File: config.mk
export PLATFORM = sky130hd
export DESIGN_NAME = apb_audio_play_ctrl_flat
export DESIGN_NICKNAME = d
export VERILOG_FILES = /design/src/rtl/apb_audio_play_ctrl_pkg.sv /design/src/rtl/apb_audio_play_ctrl_if.sv /design/src/rtl/audio_seg_queue.sv /design/src/rtl/apb_audio_play_ctrl.sv /design/src/flat_wrapper.sv
export SDC_FILE = /design/constraint.sdc
export NUM_CORES = 1
export LEC_CHECK = 0
export ABC_AREA = 1
export BUFFER_PORTS_ARGS = -buffer_cell sky130_fd_sc_hd__buf_2
export CAP_MARGIN = 15
export CORE_MARGIN = 2
export CORE_UTILIZATION = 53
export CTS_CLUSTER_SIZE = 14
export DETAILED_ROUTE_END_ITERATION = 10
export MAX_ROUTING_LAYER = met4
export PLACE_DENSITY = 0.77
export SLEW_MARGIN = 20
export SYNTH_ARGS = -nofsm -noshare
export SYNTH_HDL_FRONTEND = slang
export SYNTH_SLANG_ARGS = --single-unit
File: constraint.sdc
create_clock -name amba_clk -period 5.6 [get_ports amba_clk]
set_clock_uncertainty 0.1 [all_clocks]
set_input_delay 0.28 -clock amba_clk [delete_from_list [all_inputs] [get_ports amba_clk]]
set_output_delay 0.28 -clock amba_clk [all_outputs]
set_load 0.1 [all_outputs]
File: src/rtl/apb_audio_play_ctrl_pkg.sv
// rtl/apb_audio_play_ctrl_pkg.sv - register map, bit indices and FSM encoding for the audio play controller
package apb_audio_play_ctrl_pkg;

    localparam logic [2:0] REG_CTRL     = 3'd0;
    localparam logic [2:0] REG_STAT     = 3'd1;
    localparam logic [2:0] REG_SEG_BASE = 3'd2;
    localparam logic [2:0] REG_SEG_LEN  = 3'd3;
    localparam logic [2:0] REG_ITR_EN   = 3'd4;
    localparam logic [2:0] REG_ITR_STS  = 3'd5;

    localparam int CTRL_RUN      = 0;
    localparam int CTRL_ABORT    = 1;
    localparam int CTRL_LOOP     = 2;
    localparam int CTRL_RATE_LSB = 4;

    localparam int ITR_SEG_DONE = 0;
    localparam int ITR_ALL_DONE = 1;
    localparam int ITR_FIFO_OVF = 2;
    localparam int ITR_GLOBAL   = 8;

    localparam int SEG_W = 24;

    typedef enum logic [1:0] {
        ST_IDLE       = 2'd0,
        ST_ISSUE      = 2'd1,
        ST_WAIT       = 2'd2,
        ST_ABORT_WAIT = 2'd3
    } play_state_e;

    typedef struct packed {
        logic [SEG_W-1:0] base;
        logic [SEG_W-1:0] len;
    } seg_t;

endpackage

File: src/rtl/apb_audio_play_ctrl_if.sv
// rtl/apb_audio_play_ctrl_if.sv - APB register bus bundle for the audio play controller
interface apb_audio_play_ctrl_if;
    logic [31:0] paddr;
    logic        psel;
    logic        penable;
    logic        pwrite;
    logic [31:0] pwdata;
    logic        pready;
    logic [31:0] prdata;
    logic        pslverr;

    modport master (
        output paddr, psel, penable, pwrite, pwdata,
        input  pready, prdata, pslverr
    );

    modport slave (
        input  paddr, psel, penable, pwrite, pwdata,
        output pready, prdata, pslverr
    );
endinterface

File: src/rtl/audio_seg_queue.sv
// rtl/audio_seg_queue.sv - register-based segment FIFO with flush and simultaneous push/pop
module audio_seg_queue #(
    parameter int depth = 4,
    parameter int width = 48
) (
    input  logic                   clk,
    input  logic                   rst_n,
    input  logic                   push,
    input  logic [width-1:0]       push_data,
    input  logic                   pop,
    input  logic                   flush,
    output logic [width-1:0]       head_data,
    output logic [$clog2(depth):0] count,
    output logic                   full,
    output logic                   empty
);
    localparam int aw = $clog2(depth);

    logic [width-1:0] mem [depth];
    logic [aw-1:0]    rd_ptr;
    logic [aw-1:0]    wr_ptr;
    logic             do_push;
    logic             do_pop;

    assign empty     = (count == '0);
    assign full      = (count == (aw+1)'(depth));
    assign head_data = mem[rd_ptr];
    assign do_pop    = pop & ~empty;
    // A full queue still takes a push when the head leaves in the same cycle (loop re-queue).
    assign do_push   = push & (~full | do_pop);

    always_ff @(posedge clk or negedge rst_n) begin
        if (!rst_n) begin
            rd_ptr <= '0;
            wr_ptr <= '0;
            count  <= '0;
        end else if (flush) begin
            rd_ptr <= '0;
            wr_ptr <= '0;
            count  <= '0;
        end else begin
            if (do_push) wr_ptr <= wr_ptr + aw'(1);
            if (do_pop)  rd_ptr <= rd_ptr + aw'(1);
            count <= count + (aw+1)'(do_push) - (aw+1)'(do_pop);
        end
    end

    always_ff @(posedge clk) begin
        if (do_push && !flush) mem[wr_ptr] <= push_data;
    end
endmodule

File: src/rtl/apb_audio_play_ctrl.sv
// rtl/apb_audio_play_ctrl.sv - APB front-end queueing flash audio segments and issuing them to the DMA
module apb_audio_play_ctrl
    import apb_audio_play_ctrl_pkg::*;
#(
    parameter int         seg_queue_depth        = 4,
    parameter logic [2:0] init_audio_sample_rate = 3'd3
) (
    input  logic                  amba_clk,
    input  logic                  amba_resetn,
    apb_audio_play_ctrl_if.slave  apb,
    output logic [2:0]            audio_sample_rate,
    output logic                  dma_req,
    output logic                  dma_abort,
    output logic [SEG_W-1:0]      flash_rd_baseaddr,
    output logic [SEG_W-1:0]      flash_rd_bytes_n,
    input  logic                  dma_done,
    input  logic                  dma_idle,
    input  logic                  spi_tx_fifo_wt_ovf,
    input  logic                  spi_rx_fifo_wt_ovf,
    output logic                  itr
);
    localparam int CW = $clog2(seg_queue_depth) + 1;

    play_state_e      state;
    play_state_e      state_next;
    logic             run;
    logic             loop_en;
    logic [SEG_W-1:0] seg_base;
    logic             itr_global;
    logic [2:0]       itr_en;
    logic [2:0]       itr_sts;
    logic             tx_ovf_q;
    logic             rx_ovf_q;

    logic [2:0]       reg_idx;
    logic             apb_wr;
    logic             apb_rd;
    logic             wr_ctrl;
    logic             wr_seg_len;
    logic             abort_req;
    logic             pop_evt;
    logic             loop_push;
    logic             seg_ok;
    logic             apb_push;
    logic             all_done_evt;
    logic             ovf_evt;
    logic [2:0]       sts_clr;
    logic [31:0]      rdata;

    seg_t             q_head;
    seg_t             q_push_data;
    logic [CW-1:0]    q_count;
    logic             q_full;
    logic             q_empty;

    logic             unused_apb_bits;

    assign reg_idx    = apb.paddr[4:2];
    assign apb_wr     = apb.psel & apb.penable & apb.pwrite;
    assign apb_rd     = apb.psel & apb.penable & ~apb.pwrite;
    assign wr_ctrl    = apb_wr & (reg_idx == REG_CTRL);
    assign wr_seg_len = apb_wr & (reg_idx == REG_SEG_LEN);
    assign abort_req  = wr_ctrl & apb.pwdata[CTRL_ABORT];

    // Abort pre-empts a same-cycle completion: nothing is popped and seg_done stays clear.
    assign pop_evt   = (state == ST_WAIT) & dma_done & ~abort_req;
    assign loop_push = pop_evt & loop_en;

    // Fullness is judged before any same-cycle pop; the loop re-queue owns the single push slot.
    assign seg_ok       = (apb.pwdata[SEG_W-1:0] >= SEG_W'(2)) & ~q_full & ~loop_push;
    assign apb_push     = wr_seg_len & seg_ok;
    assign all_done_evt = pop_evt & ~loop_en & ~apb_push & (q_count == CW'(1));
    assign ovf_evt      = (spi_tx_fifo_wt_ovf & ~tx_ovf_q) | (spi_rx_fifo_wt_ovf & ~rx_ovf_q);
    assign sts_clr      = (apb_wr && reg_idx == REG_ITR_STS) ? apb.pwdata[2:0] : 3'b000;

    assign q_push_data = loop_push ? q_head : seg_t'({seg_base, apb.pwdata[SEG_W-1:0]});

    audio_seg_queue #(
        .depth (seg_queue_depth),
        .width (2 * SEG_W)
    ) u_seg_queue (
        .clk       (amba_clk),
        .rst_n     (amba_resetn),
        .push      (loop_push | apb_push),
        .push_data (q_push_data),
        .pop       (pop_evt),
        .flush     (abort_req),
        .head_data (q_head),
        .count     (q_count),
        .full      (q_full),
        .empty     (q_empty)
    );

    always_comb begin
        state_next = state;
        if (abort_req) begin
            state_next = ST_ABORT_WAIT;
        end else begin
            case (state)
                ST_IDLE:       if (run && !q_empty && dma_idle) state_next = ST_ISSUE;
                ST_ISSUE:      state_next = ST_WAIT;
                ST_WAIT:       if (pop_evt) state_next = ST_IDLE;
                ST_ABORT_WAIT: if (dma_idle) state_next = ST_IDLE;
                default:       state_next = ST_IDLE;
            endcase
        end
    end

    always_ff @(posedge amba_clk or negedge amba_resetn) begin
        if (!amba_resetn) begin
            state             <= ST_IDLE;
            run               <= 1'b0;
            loop_en           <= 1'b0;
            audio_sample_rate <= init_audio_sample_rate;
            seg_base          <= '0;
            itr_global        <= 1'b0;
            itr_en            <= 3'b000;
            itr_sts           <= 3'b000;
            itr               <= 1'b0;
            dma_req           <= 1'b0;
            dma_abort         <= 1'b0;
            flash_rd_baseaddr <= '0;
            flash_rd_bytes_n  <= '0;
            tx_ovf_q          <= 1'b0;
            rx_ovf_q          <= 1'b0;
        end else begin
            state     <= state_next;
            dma_req   <= (state_next == ST_ISSUE);
            dma_abort <= abort_req;
            if (state_next == ST_ISSUE) begin
                flash_rd_baseaddr <= q_head.base;
                flash_rd_bytes_n  <= q_head.len;
            end
            if (wr_ctrl) begin
                loop_en           <= apb.pwdata[CTRL_LOOP];
                audio_sample_rate <= apb.pwdata[CTRL_RATE_LSB +: 3];
            end
            if (abort_req || all_done_evt) run <= 1'b0;
            else if (wr_ctrl)              run <= apb.pwdata[CTRL_RUN];
            if (apb_wr && reg_idx == REG_SEG_BASE) seg_base <= apb.pwdata[SEG_W-1:0];
            if (apb_wr && reg_idx == REG_ITR_EN) begin
                itr_global <= apb.pwdata[ITR_GLOBAL];
                itr_en     <= apb.pwdata[2:0];
            end
            tx_ovf_q <= spi_tx_fifo_wt_ovf;
            rx_ovf_q <= spi_rx_fifo_wt_ovf;
            // Sticky set is OR-ed after the clear so a same-cycle event survives W1C.
            itr_sts  <= (itr_sts & ~sts_clr) | {ovf_evt, all_done_evt, pop_evt};
            itr      <= itr_global & |(itr_sts & itr_en);
        end
    end

    always_comb begin
        rdata = '0;
        if (apb_rd) begin
            case (reg_idx)
                REG_CTRL: begin
                    rdata[CTRL_RUN]              = run;
                    rdata[CTRL_LOOP]             = loop_en;
                    rdata[CTRL_RATE_LSB +: 3]    = audio_sample_rate;
                end
                REG_STAT: begin
                    rdata[0]   = (state != ST_IDLE);
                    rdata[1]   = dma_idle;
                    rdata[5:2] = 4'(q_count);
                    rdata[6]   = q_full;
                end
                REG_SEG_BASE: rdata[SEG_W-1:0] = seg_base;
                REG_ITR_EN: begin
                    rdata[ITR_GLOBAL] = itr_global;
                    rdata[2:0]        = itr_en;
                end
                REG_ITR_STS: rdata[2:0] = itr_sts;
                default:     rdata = '0;
            endcase
        end
    end

    assign apb.prdata  = rdata;
    assign apb.pready  = 1'b1;
    assign apb.pslverr = wr_seg_len & ~seg_ok;

    assign unused_apb_bits = ^{apb.paddr[31:5], apb.paddr[1:0], apb.pwdata[31:24]};
endmodule

File: src/flat_wrapper.sv
// flat-port wrapper written by rule: the top's interface ports become plain ports
module apb_audio_play_ctrl_flat import apb_audio_play_ctrl_pkg::*;
#(
    parameter int         seg_queue_depth        = 4,
    parameter logic [2:0] init_audio_sample_rate = 3'd3
)
  (amba_clk, amba_resetn, audio_sample_rate, dma_req, dma_abort, flash_rd_baseaddr, flash_rd_bytes_n, dma_done, dma_idle, spi_tx_fifo_wt_ovf, spi_rx_fifo_wt_ovf, itr, apb_paddr, apb_psel, apb_penable, apb_pwrite, apb_pwdata, apb_pready, apb_prdata, apb_pslverr);
  apb_audio_play_ctrl_if apb_i ();
  input  logic amba_clk;
  input  logic amba_resetn;
  output logic [2:0] audio_sample_rate;
  output logic dma_req;
  output logic dma_abort;
  output logic [SEG_W-1:0] flash_rd_baseaddr;
  output logic [SEG_W-1:0] flash_rd_bytes_n;
  input  logic dma_done;
  input  logic dma_idle;
  input  logic spi_tx_fifo_wt_ovf;
  input  logic spi_rx_fifo_wt_ovf;
  output logic itr;
  input wire logic [$bits(apb_i.paddr)-1:0] apb_paddr;
  input wire logic [$bits(apb_i.psel)-1:0] apb_psel;
  input wire logic [$bits(apb_i.penable)-1:0] apb_penable;
  input wire logic [$bits(apb_i.pwrite)-1:0] apb_pwrite;
  input wire logic [$bits(apb_i.pwdata)-1:0] apb_pwdata;
  output wire logic [$bits(apb_i.pready)-1:0] apb_pready;
  output wire logic [$bits(apb_i.prdata)-1:0] apb_prdata;
  output wire logic [$bits(apb_i.pslverr)-1:0] apb_pslverr;
  assign apb_i.paddr = apb_paddr;
  assign apb_i.psel = apb_psel;
  assign apb_i.penable = apb_penable;
  assign apb_i.pwrite = apb_pwrite;
  assign apb_i.pwdata = apb_pwdata;
  assign apb_pready = apb_i.pready;
  assign apb_prdata = apb_i.prdata;
  assign apb_pslverr = apb_i.pslverr;
  apb_audio_play_ctrl #(.seg_queue_depth(seg_queue_depth), .init_audio_sample_rate(init_audio_sample_rate)) u_core (.amba_clk(amba_clk), .amba_resetn(amba_resetn), .apb(apb_i), .audio_sample_rate(audio_sample_rate), .dma_req(dma_req), .dma_abort(dma_abort), .flash_rd_baseaddr(flash_rd_baseaddr), .flash_rd_bytes_n(flash_rd_bytes_n), .dma_done(dma_done), .dma_idle(dma_idle), .spi_tx_fifo_wt_ovf(spi_tx_fifo_wt_ovf), .spi_rx_fifo_wt_ovf(spi_rx_fifo_wt_ovf), .itr(itr));
endmodule
After elaboration in Yosys (flattened, before gate mapping). Memories as Yosys holds them, arrays and structs flattened. Index checks and enable logic that the tools add are counted.

Output and inout bits: 88. Bits of input ports: 73. Memory bits (writable): 192. Memories: 1. Logic and storage cells: 115. Bits in registers: 98.

Memories: u_core.u_seg_queue.mem (depth 4, width 48, read ports 1, clocked after memory_dff 0, wr ports 1, RTL line audio_seg_queue.sv:19) `logic [width-1:0] mem [depth];`.

Reductions and logical operators: 17. Magnitude comparators: 1. Add/sub/neg operators: 4. Eq/ne operators: 11. Bitwise logic cells: 38. Mux-type cells: 25.

Operators with widths (count): two-way mux 48 bit (1); >= comparator 24 x 2 -> 1 bit, second input constant (1); two-way mux 24 bit (1); bitwise AND 1 bit (21); two-way mux 2 bit (8); two-way mux 15 bit (1); NOT 1 bit (10); one-hot mux 1 bit (5 select lines) (2); equality test 3 bit, second input constant (3); one-hot mux 3 bit (3 select lines) (1); one-hot mux 2 bit (4 select lines) (1); nonzero test 2 bit (4); bitwise AND 3 bit (2); equality test 3 x 1 -> 1 bit, second input constant (2); equality test 3 x 2 -> 1 bit, second input constant (2); logical AND 1 bit (6); zero test 3 bit (2); two-way mux 3 bit (2); two-way mux 1 bit (5); adder 2 x 1 -> 2 bit, second input constant (2); equality test 2 x 1 -> 1 bit, second input constant (2); equality test 2 bit, second input constant (2); one-hot mux 1 bit (2 select lines) (2); one-hot mux 1 bit (4 select lines) (1); 9 further kinds (12).

Logic depth before layout (Yosys ltp). Gate-level depths: netlist (run 1).

Depth after elaboration: 15. Depth in mapped cells: 16. Mapped depth without buffers: 15.

By module. From an unflattened synthesis (run 1), not the netlist that was laid out.

Cells, all modules: 1134. Area, all modules: 12177.9 um2.

By module, submodules not included: audio_seg_queue (cells each 527, times used 1, seq. area each 5940.7 um2, area an instance 7579.8 um2); apb_audio_play_ctrl (cells each 607, times used 1, seq. area each 2279.7 um2, area an instance 4598.2 um2).

Worst setup path after synthesis (run 1). Ideal clock, no wire load.

Path kind: input port to output port. From: input apb_paddr[4]. To: output apb_prdata[13]. Data required time: 5.220 ns. Data arrival time: 2.948 ns. Slack: 2.272 ns. Path buffers: 2. Stages on the path: 5. Cell sequence: inv_1 > nand3_1 > clkbuf_1 > clkbuf_1 > nor3_1.

Word-level cells in the longest chain between the ends: 3.

RTL lines: from (decl) (RTL line flat_wrapper.sv:21) `input wire logic [$bits(apb_i.paddr)-1:0] apb_paddr;`; equality test 3 x 2 -> 1 bit (RTL line apb_audio_play_ctrl.sv:156) `case (reg_idx)`; two-way mux 15 bit (RTL line apb_audio_play_ctrl.sv:156); two-way mux 24 bit (RTL line apb_audio_play_ctrl.sv:155) `if (apb_rd) begin`; to (decl) (RTL line flat_wrapper.sv:27) `output wire logic [$bits(apb_i.prdata)-1:0] apb_prdata;`.

Every way passes these cells.

==> metrics.md, run 1 <==
| Metric | Value |
|---|---|
| Post-route insts no fill | 1566 |
| First-pass GRT wire length | 45.3 mm |
| Top cell family by delay on the critical path | buffers and inverters |
| DR vias/cell | 5.66 |
| Max stage delay on crit path | 710 ps |
| Max clock buf depth | 3 |
| GP Congestion | 0.924 |
| Post-DRT Antenna Nets | 0 |
| CTS tree | yes |
| Status | finished, final reports clean |
| Avg Inst Size Synth | 10.6 um2 |
| Clock share of power | 24.2% |
| RSZ-0062 raised after global routing | false |
| DP HPWL | 17.6 mm |
| PD cells | 564 mW/mm2 |
| Setup TNS | 0 ps |
| Largest net degree at the start of global routing | 74 |
| Seq cells post-synth | 290 |
| Fraction of synthesized area in multiplexers | 0% |
| Fraction of layout cells with a size suffix above 1 | 14.9% |
| Startpoint Class | flip-flop |
| Initial Util | 53.9% |
| Die W | 155 um |
| Fin. Hold Viols | 0 |
| Fmax | 0.335 GHz |
| Clock Tree Root | clkbuf_16 |
| Worst-Skew Late Latency | 560 ps |
| CP max stage cell | dfrtp_2 |
| TritonCTS Sinks | 290 |
| CTS clk-pin slew, worst paths | 60 ps |
| Gate power share | 39.3% |
| Placed cell area | 0.0128 mm2 |
| Max FO, Critical Path | 49 |
| Most frequent CP cell | o21ai_0 |
| Setup bufs post-CTS | 0 |
| CTS buffer count | 28 |
| Final slew viol count | 0 |
| Remaining Overflow, GRT | 0 |
| Post-detailed-route wirelength per cell | 18.6 um |
| Iteration-0 DRC Markers | 1075 |
| Initial antenna violation count | 0 |
| Ant diodes | 0 |
| Area leader, netlist | edfxtp_1 |
| Worst VDD drop | 0.000474 V |
| # DRC | 0 |
| Synth cell count leaders | nand2_1 (232), o21ai_0 (222), edfxtp_1 (192) |
| Final min period | 2990 ps |
| Die area | 0.0242 mm2 |
| Core area | 0.0226 mm2 |
| IO Count | 161 |
| Synth Area in Compound Gates | 12.8% |
| Worst EP required | 5750 ps |
| Sequential share of power | 36.5% |
| Pre-Repair DR Iteration Count | 5 |
| Post-route cell area | 0.0141 mm2 |
| Crit share post-route | 53.4% |
| # nets final | 1339 |
| Area contributors post-synth | edfxtp_1 (47%), dfrtp_1 (20%), o21ai_0 (9.1%) |
| Post-place setup slack | 2260 ps |
| Synthesized area | 0.0122 mm2 |
| Via count | 8856 |
| Die Y-Extent | 155 um |
| Total track usage | 24.9% |
| Simple-Gate Fraction of Synth Area | 13.3% |
| CTS-repair resized insts | 0 |
| Yosys warning count | 0 |
| P_sw | 3.51 mW |
| Arrival time at the worst endpoint | 3140 ps |
| Critical path buffers and inverters | 2 |
| Crit Path Class | reg2reg |
| PnR worst setup slack | 2610 ps |
| Top_reg_cell synth | edfxtp_1 |
| Vias in the first global route | 8470 |
| Asr flop ratio synth | 33.8% |
| # placed instances | 1489 |
| Least-Margin Pin Slew | 966 ps |
| Int Pwr | 4.42 mW |
| Max cap viols | 0 |
| Total routed wirelength | 29.1 mm |
| Htree depth | 1 |
| Synth-to-Final Area Change | 15.7% |
| Slew margin rel. | 35.6% |
| Cells after Synth | 1145 |
| Most frequently used cell type in the post-synthesis netlist | nand2_1 |
| EDFF count, synth | 192 |
| Port bufs | 114 |
| Critical Path Sink Type | flip-flop |
| Placement Rows | 55 |
| Synth unique cells | 36 |
| Largest family of logic cells by synthesized area | simple AND/OR/NAND/NOR gates |
| Switching Share | 44.3% |
| Hold Path Class | in2reg |
| Synth Area in XOR/XNOR | 0.0720% |
| Final setup vio count | 0 |
| Post-Synth Adder-Cell Area | 0.782% |
| Seq/Total Area, Yosys | 67.6% |
| Crit path cell chain | clkinv_2 > buf_4 > o21ai_0 > o22ai_1 > nand2_1 > o21ai_0 |
| Hold_ws | 21.9 ps |
| Yosys top cell area share | 47.4% |
| Leak | 5.74 nW |
## routing by layer
layer,wire length (um),track usage (%),up-vias
li1,-,-,4134
met5,0,-,-
met1,11900,33.6,4260
met3,2370,3.29,65
met4,752,8.04,0
met2,14100,39.6,397
## cell usage in the layout (no fill, tap or decap), drive strengths merged
| master | count |
|---|---|
| o21a | 1 |
| a21oi | 9 |
| fa | 1 |
| o22ai | 52 |
| o221ai | 1 |
| nand3 | 14 |
| xor2 | 1 |
| edfxtp | 192 |
| buf | 127 |
| dlygate4sd3 | 25 |
| nand4 | 3 |
| nor2 | 131 |
| nor3 | 19 |
| dfstp | 2 |
| nand2 | 235 |
| clkinv | 12 |
| bufinv | 3 |
| dfrtp | 96 |
| o2111ai | 1 |
| o21ai | 222 |
| a31oi | 2 |
| inv | 76 |
| or2 | 1 |
| a211oi | 1 |
| clkbuf | 38 |
| conb | 9 |
| a221oi | 1 |
| ha | 6 |
## through the flow
| step | total power [mW] | util, % |
|---|---|---|
| 2_1_floorplan | 5.37 | - |
| 3_3_place_gp | 5.95 | 56.9 |
| 3_5_place_dp | 6.02 | 56.9 |
| 4_1_cts | 7.95 | 62.3 |
| 5_1_grt | 8.31 | 62.3 |
| 6_report | 7.93 | 62.3 |
## logic make-up after synthesis
family,Yosys count
AND/OR/NAND/NOR,403
AO/OA/AOI/OAI,290
flip-flops,290
buffers and inverters,152
adder cells (fa/ha/maj),7
other,2
XOR/XNOR,1
## final timing paths
check	start	to	slack, ps	depth (start not counted)
setup reg to reg	u_core.u_seg_queue.rd_ptr[0]$_DFFE_PN0P_	u_core.u_seg_queue.mem[1][22]$_DFFE_PP_	2610	6
hold / removal	apb_pwdata[9]	u_core.seg_base[9]$_DFFE_PN0P_	20	3
setup / recovery	u_core.u_seg_queue.rd_ptr[0]$_DFFE_PN0P_	u_core.u_seg_queue.mem[1][22]$_DFFE_PP_	2610	6
max in group asynchronous	amba_resetn	u_core.seg_base[13]$_DFFE_PN0P_	4070	3
hold reg to reg	u_core.rx_ovf_q$_DFF_PN0_	u_core.itr_sts[2]$_DFF_PN0_	370	1
min in group asynchronous	amba_resetn	u_core.u_seg_queue.rd_ptr[1]$_DFFE_PN0P_	60	2
## tightest hold or removal path, cell delays in order
cell and delay, ps:
buf_2 90, inv_1 90, o21ai_0 160
## layout make-up
type	instances	area (um2)
repair buffers	152	921
well taps	285	357
fillers	1750	8510
multi-input cells	710	3310
clock inverters	14	175
flip-flops and latches	290	8220
clock buffers	38	790
inverters	77	290
## what timing repair did
action,in CTS,in global routing
setup endpoints to repair,0,0
hold endpoints to repair,55,0
hold buffers,25,0
## power by group through the flow
stage	combinational [mW]	sequential (mW)	clock, mW
2_1_floorplan	1.29	4.08	0
3_3_place_gp	3.03	2.92	0
3_5_place_dp	3.08	2.93	0
4_1_cts	3.11	2.89	1.94
5_1_grt	3.36	2.93	2.02
6_report	3.12	2.90	1.92
## flip-flops by register name, indices dropped and copies added, names as in the netlist, 2 cells and up
signal and cells:
u_core.u_seg_queue.mem 192, u_core.flash_rd_baseaddr 24, u_core.flash_rd_bytes_n 24, u_core.seg_base 24, u_core.audio_sample_rate 3, u_core.itr_en 3, u_core.itr_sts 3, u_core.u_seg_queue.count 3
u_core.state 2, u_core.u_seg_queue.rd_ptr 2, u_core.u_seg_queue.wr_ptr 2
Note: power is estimated with default switching activity, not from simulation.
==> run 2: changes to the inputs <==
--- a/config.mk
+++ b/config.mk
@@ -9,11 +9,11 @@
 export BUFFER_PORTS_ARGS = -buffer_cell sky130_fd_sc_hd__buf_2
 export CAP_MARGIN = 15
 export CORE_MARGIN = 2
-export CORE_UTILIZATION = 53
+export CORE_UTILIZATION = 52
 export CTS_CLUSTER_SIZE = 14
 export DETAILED_ROUTE_END_ITERATION = 10
 export MAX_ROUTING_LAYER = met4
-export PLACE_DENSITY = 0.77
+export PLACE_DENSITY = 0.79
 export SLEW_MARGIN = 20
 export SYNTH_ARGS = -nofsm -noshare
 export SYNTH_HDL_FRONTEND = slang
==> constraint.sdc (replaced) <==
create_clock -name amba_clk -period 2.4 [get_ports amba_clk]
set_clock_uncertainty 0.1 [all_clocks]
set_input_delay 0.12 -clock amba_clk [delete_from_list [all_inputs] [get_ports amba_clk]]
set_output_delay 0.12 -clock amba_clk [all_outputs]
set_load 0.1 [all_outputs]
==> metrics.md, run 2 (synthesis results as in run 1) <==
| Metric | Value |
|---|---|
| Status | finished, final reports clean |
| DR vias/cell | 5.57 (-1.4%) |
| Iteration-0 DRC Markers | 974 (-9.4%) |
| Critical Path Sink Type | flip-flop |
| Die Y-Extent | 157 um (+0.93%) |
| Final slew viol count | 0 (unchanged) |
| CTS clk-pin slew, worst paths | 60 ps (about the same) |
| Total routed wirelength | 31.1 mm (+6.9%) |
| Gr busiest metal | met2 |
| CTS tree | yes |
| Hold Path Class | in2async |
| PnR worst setup slack | 54.3 ps (-2560 ps) |
| Fraction of layout cells with a size suffix above 1 | 18.4% (+3.5 points) |
| Most frequent CP cell | inv_1 |
| GP Congestion | 0.950 (+2.9%) |
| Clock Tree Root | clkbuf_16 |
| Die area | 0.0246 mm2 (+1.9%) |
| Initial Util | 53.4% (-0.49 points) |
| Crit share post-route | 97.7% |
| Top cell family by delay on the critical path | buffers and inverters |
| Initial antenna violation count | 0 (unchanged) |
| Final min period | 2350 ps |
| RSZ-0062 raised after global routing | true |
| Placement Rows | 55 (unchanged) |
| Total track usage | 26.4% (+1.6 points) |
| Post-place setup slack | -30.4 ps (-2290 ps) |
| Fin. Hold Viols | 0 (unchanged) |
| GR Util met1 | 34.3% (+0.66 points) |
| Vias in the first global route | 9057 (+6.9%) |
| First-pass GRT wire length | 48.5 mm (+7.2%) |
| Startpoint Class | primary input |
| CTS buffer count | 28 (unchanged) |
| Least-Margin Pin Slew | 924 ps (-41.9 ps) |
| Slew margin rel. | 38.3% (+2.7 points) |
| Commonest cells after routing, fill and taps aside | nand2_1 (231), o21ai_0 (222), edfxtp_1 (192), nor2_1 (120), dfrtp_1 (95) |
| PD cells | 1260 mW/mm2 (+120%) |
| Critical path buffers and inverters | 5 (+3) |
| Port bufs | 114 (unchanged) |
| Arrival time at the worst endpoint | 2670 ps (-470 ps) |
| DP HPWL | 19.0 mm (+8.0%) |
| Crit Path Class | in2reg |
| Met2 GRT Util | 43.4% (+3.7 points) |
| Largest Register | u_core.u_seg_queue.mem |
| IO Count | 161 (unchanged) |
| Remaining Overflow, GRT | 0 (unchanged) |
| Most common cell after layout, fill and taps aside | nand2_1 |
| Crit path cell chain | dlygate4sd3_1 > buf_2 > nor2_1 > nand2_1 > nor2_2 > nand3_2 > nand4_4 > nand2_2 > inv_1 > ha_1 > inv_1 > ha_1 > inv_1 > fa_1 > xor2_1 > nor2_1 |
| Via count | 9126 (+3.0%) |
| FILL cells | 1661 (-5.1%) |
| Largest net degree at the start of global routing | 77 (+4.1%) |
| Max stage delay on crit path | 540 ps (-170 ps) |
| Die W | 157 um (+0.93%) |
| Post-detailed-route wirelength per cell | 19.0 um (+2.3%) |
| Fmax | 0.426 GHz |
| Total power | 18.9 mW (+140%) |
| Post-DRT Antenna Nets | 0 (unchanged) |
| Htree depth | 1 (unchanged) |
| Worst VDD drop | 0.00110 V (+130%) |
| Max clock buf depth | 3 (unchanged) |
| CP max stage cell | dlygate4sd3_1 |
| Setup TNS | 0 ps (unchanged) |
| Max FO, Critical Path | 2 (-96%) |
| # nets final | 1382 (+3.2%) |
| Worst EP required | 2720 ps (-3030 ps) |
| TritonCTS Sinks | 290 (unchanged) |
| Worst-Skew Late Latency | 560 ps (about the same) |
| Max cap viols | 0 (unchanged) |
| # DRC | 0 (unchanged) |
| Leak | 5.99 nW (+4.4%) |
| Core area | 0.0228 mm2 (+0.91%) |
| Max FFs per register | 192 (unchanged) |
| Pre-Repair DR Iteration Count | 5 (unchanged) |
| Final setup vio count | 0 (unchanged) |
| Met3 usage | 3.66% (+0.37 points) |
| Synth-to-Final Area Change | 23.1% |
| Ant diodes | 0 (unchanged) |
==> run 2: cell count changes in the layout (fill, tap and decap cells not counted), sizes merged <==
cell,before,now
buf,127,163
bufinv,3,2
inv,76,73
dlygate4sd3,25,32
clkinvlp,0,5
clkbuf,38,41
clkinv,12,8
==> run 2: worst reg2reg max path, delay by kind of cell, from the launching register on <==
family	cells	cell delay (ps)
AND/OR/NAND/NOR	6	560
flip-flops	1	390
XOR/XNOR	1	180
adder cells (fa/ha/maj)	3	720
buffers and inverters	4	240
==> run 2: stage by stage <==
stage / hold slack [ps] / area (um2) / util (%) / instances
finish: 38.7 / 15000 / 65.7 / 1637
global route: 79.9 / 15000 / 65.7 / 1637
CTS: 35.1 / 14900 / 65.4 / 1636
detailed placement: 84.5 / 13600 / 59.8 / 1552
global placement: 78.1 / 13600 / 59.8 / 1552
floorplan: -276 / 12200 / - / 1152
==> run 2: report_power, final <==
group          internal (mW)  switching [mW]
clock                   2.60            1.81
sequential              6.32           0.442
combinational           1.60            6.12
==> run 2: metal layers <==
layer	vias up	wire length, um
met2	423	15500
met4	0	851
met1	4422	12300
li1	4221	-
met3	60	2420
met5	-	0
==> run 2: what timing repair did <==
action	CTS	global route
hold buffers	32	0
setup buffers	0	1
endpoints found under the hold margin	82	0
resized for setup	1	17
endpoints found under the setup margin	1	6
pin swaps	0	3
==> run 2: layout make-up <==
class | instances | area, um2 | share of cell area [%]
Sequential cell | 290 | 8220 | 54.9
Multi-Input combinational cell | 710 | 3380 | 22.6
Timing Repair Buffer | 195 | 1720 | 11.5
Clock buffer | 41 | 830 | 5.54
Tap cell | 313 | 392 | 2.62
Inverter | 77 | 304 | 2.03
Clock inverter | 11 | 114 | 0.761
==> run 2: worst paths after layout <==
path                                                start                                  endpoint  slack, ps  cells past startpoint
min in group amba_clk                            dma_idle  u_core.flash_rd_baseaddr[21]$_DFFE_PN0P_         50                      6
max in group asynchronous                     amba_resetn   u_core.flash_rd_bytes_n[20]$_DFFE_PN0P_       1390                      3
worst max register to register  u_core.state[0]$_DFF_PN0_     u_core.u_seg_queue.count[2]$_DFF_PN0_        110                     14
worst max-delay path                       apb_pwdata[23]     u_core.u_seg_queue.count[2]$_DFF_PN0_         50                     16
worst min register to register  u_core.rx_ovf_q$_DFF_PN0_               u_core.itr_sts[2]$_DFF_PN0_        370                      1
worst min-delay path                          amba_resetn                    u_core.run$_DFFE_PN0P_         40                      2
==> run 3: changes to the inputs <==
==> constraint.sdc (replaced) <==
create_clock -name amba_clk -period 2.4 [get_ports amba_clk]
set_clock_uncertainty 0.1 [all_clocks]
set_input_delay 0.24 -clock amba_clk [delete_from_list [all_inputs] [get_ports amba_clk]]
set_output_delay 0.24 -clock amba_clk [all_outputs]
set_load 0.1 [all_outputs]
==> metrics.md, run 3 (synthesis results as in run 1) <==
| Metric | Value |
|---|---|
| Max FFs per register | 192 (unchanged) |
| Iteration-0 DRC Markers | 989 (+1.5%) |
| Leak | 6.05 nW (+0.87%) |
| Critical path buffers and inverters | 5 (unchanged) |
| Die Y-Extent | 157 um (unchanged) |
| PnR worst setup slack | 143 ps (+88.9 ps) |
| Core area | 0.0228 mm2 (unchanged) |
| PD cells | 1270 mW/mm2 (+0.80%) |
| Total power | 19.1 mW (+0.98%) |
| Ant diodes | 0 (unchanged) |
| IO Count | 161 (unchanged) |
| Fin. Hold Viols | 0 (unchanged) |
| Crit share post-route | 94.0% (-3.7 points) |
| FILL cells | 1612 (-3.0%) |
| Max stage delay on crit path | 390 ps (-150 ps) |
| Slew margin rel. | 39.2% (+0.85 points) |
| Crit path cell chain | inv_2 > nand2_2 > nor2_4 > nand3_4 > buf_6 > nand2_4 > inv_1 > ha_1 > inv_1 > ha_1 > inv_1 > fa_1 > xor2_1 > nor2_1 |
| DR vias/cell | 5.65 (+1.4%) |
| Worst VDD drop | 0.00110 V (+0.16%) |
| GP Congestion | 0.933 (-1.8%) |
| Die area | 0.0246 mm2 (unchanged) |
| DP HPWL | 20.1 mm (+5.8%) |
| CTS buffer count | 28 (unchanged) |
| Critical Path Sink Type | flip-flop |
| Largest Register | u_core.u_seg_queue.mem |
| First-pass GRT wire length | 47.7 mm (-1.6%) |
| Via count | 9289 (+1.8%) |
| CTS clk-pin slew, worst paths | 60 ps (about the same) |
| Commonest cells after routing, fill and taps aside | nand2_1 (231), o21ai_0 (222), edfxtp_1 (192), nor2_1 (127), dfrtp_1 (95) |
| TritonCTS Sinks | 290 (unchanged) |
| Port bufs | 114 (unchanged) |
| Final setup vio count | 0 (unchanged) |
| # nets final | 1389 (+0.51%) |
| Hold Path Class | in2reg |
| # placed instances | 1571 (+1.2%) |
| Htree depth | 1 (unchanged) |
| Post-detailed-route wirelength per cell | 18.9 um (-0.50%) |
| Post-route insts no fill | 1644 (+0.43%) |
| Arrival time at the worst endpoint | 2560 ps (-110 ps) |
| Initial antenna violation count | 0 (unchanged) |
| Pre-Repair DR Iteration Count | 6 (+1) |
| Largest net degree at the start of global routing | 50 (-35%) |
| Remaining Overflow, GRT | 0 (unchanged) |
| Fmax | 0.443 GHz (+3.9%) |
| Least-Margin Pin Slew | 911 ps (-12.8 ps) |
| Max FO, Critical Path | 3 (+1) |
| Placement Rows | 55 (unchanged) |
| Post-place setup slack | -135 ps (-104 ps) |
| Fraction of layout cells with a size suffix above 1 | 18.9% (+0.50 points) |
| CTS tree | yes |
| Final slew viol count | 0 (unchanged) |
| Final min period | 2260 ps (-88.9 ps) |
| Total track usage | 26.0% (-0.46 points) |
| # DRC | 0 (unchanged) |
| Most common cell after layout, fill and taps aside | nand2_1 |
| Worst EP required | 2710 ps (about the same) |
| Status | finished, final reports clean |
| Max cap viols | 0 (unchanged) |
| Die W | 157 um (unchanged) |
| Synth-to-Final Area Change | 23.3% |
| Clock Tree Root | clkbuf_16 |
| CP max stage cell | dfrtp_1 |
| Total routed wirelength | 31.0 mm (about the same) |
| Worst-Skew Late Latency | 540 ps (-20 ps) |
| Crit Path Class | reg2reg |
| Most frequent CP cell | inv_1 |
| Max clock buf depth | 3 (unchanged) |
| Initial Util | 53.4% (unchanged) |
| Post-DRT Antenna Nets | 0 (unchanged) |
| Vias in the first global route | 8970 (-0.96%) |
| Top cell family by delay on the critical path | adder cells |
| Startpoint Class | flip-flop |
[run 3: cell types whose count changed in the layout (fill, tap and decap cells not counted), moves of 4 or more]
cell	delta
buf_4	+17
dlygate4sd3_1	-12
clkbuf_8	-8
nor2_1	+7
nor2_2	-7
nor3_1	+4
nor3_2	-4
[run 3: worst paths after layout]
| kind | endpoint | cells past startpoint | from | slack (ps) |
|---|---|---|---|---|
| worst min register to register | u_core.itr_sts[2]$_DFF_PN0_ | 1 | u_core.rx_ovf_q$_DFF_PN0_ | 370 |
| worst min-delay path | u_core.seg_base[15]$_DFFE_PN0P_ | 4 | apb_pwdata[15] | 30 |
| worst max-delay path | u_core.u_seg_queue.count[2]$_DFF_PN0_ | 14 | u_core.state[0]$_DFF_PN0_ | 140 |
| worst max register to register | u_core.u_seg_queue.count[2]$_DFF_PN0_ | 14 | u_core.state[0]$_DFF_PN0_ | 140 |
| max in group asynchronous | u_core.flash_rd_baseaddr[3]$_DFFE_PN0P_ | 3 | amba_resetn | 1430 |
| min in group asynchronous | u_core.seg_base[0]$_DFFE_PN0P_ | 2 | amba_resetn | 110 |
[run 3: report_power, final]
group / total (mW) / switching [mW] / internal [mW]
registers: 6.71 / 0.392 / 6.32
clock network: 4.56 / 1.82 / 2.74
logic: 7.80 / 6.20 / 1.61
total: 19.1 / 8.41 / 10.7
[run 3: cell type report]
| cell class | instances | area, um2 | share of cell area [%] |
|---|---|---|---|
| clock buffer | 35 | 748 | 4.99 |
| clock inverter | 17 | 208 | 1.39 |
| inverter | 77 | 304 | 2.03 |
| multi-input combinational | 710 | 3350 | 22.4 |
| sequential | 290 | 8220 | 54.8 |
| tap | 313 | 392 | 2.61 |
| timing repair buffer | 202 | 1760 | 11.8 |
[run 3: layer usage]
metal	up-vias	wire (um)	track usage, %
met4	0	1130	9.79
li1	4248	-	-
met2	478	15500	42.8
met5	-	0	-
met3	77	2540	3.25
met1	4486	11900	33.4
[run 3: metrics by stage]
step	hold WS, ps	util [%]	instance area, um2	setup TNS, ps
floorplan	-156	-	12200	-12310
global placement	126	60.6	13800	-194
detailed placement	128	60.6	13800	-212
CTS	4.50	65.7	15000	0
global route	20.6	65.8	15000	-0.662
finish	28.8	65.8	15000	0
[run 3: worst min-delay path, cell delays in order]
cell and delay [ps]:
buf_2 90, buf_4 90, inv_1 50, o21ai_0 160
[run 3: repair_timing]
action,in CTS,in global routing
endpoints found under the setup margin,0,3
hold buffers,20,0
hold endpoints to repair,71,0
buffers inserted,0,1
gates resized for setup,0,6
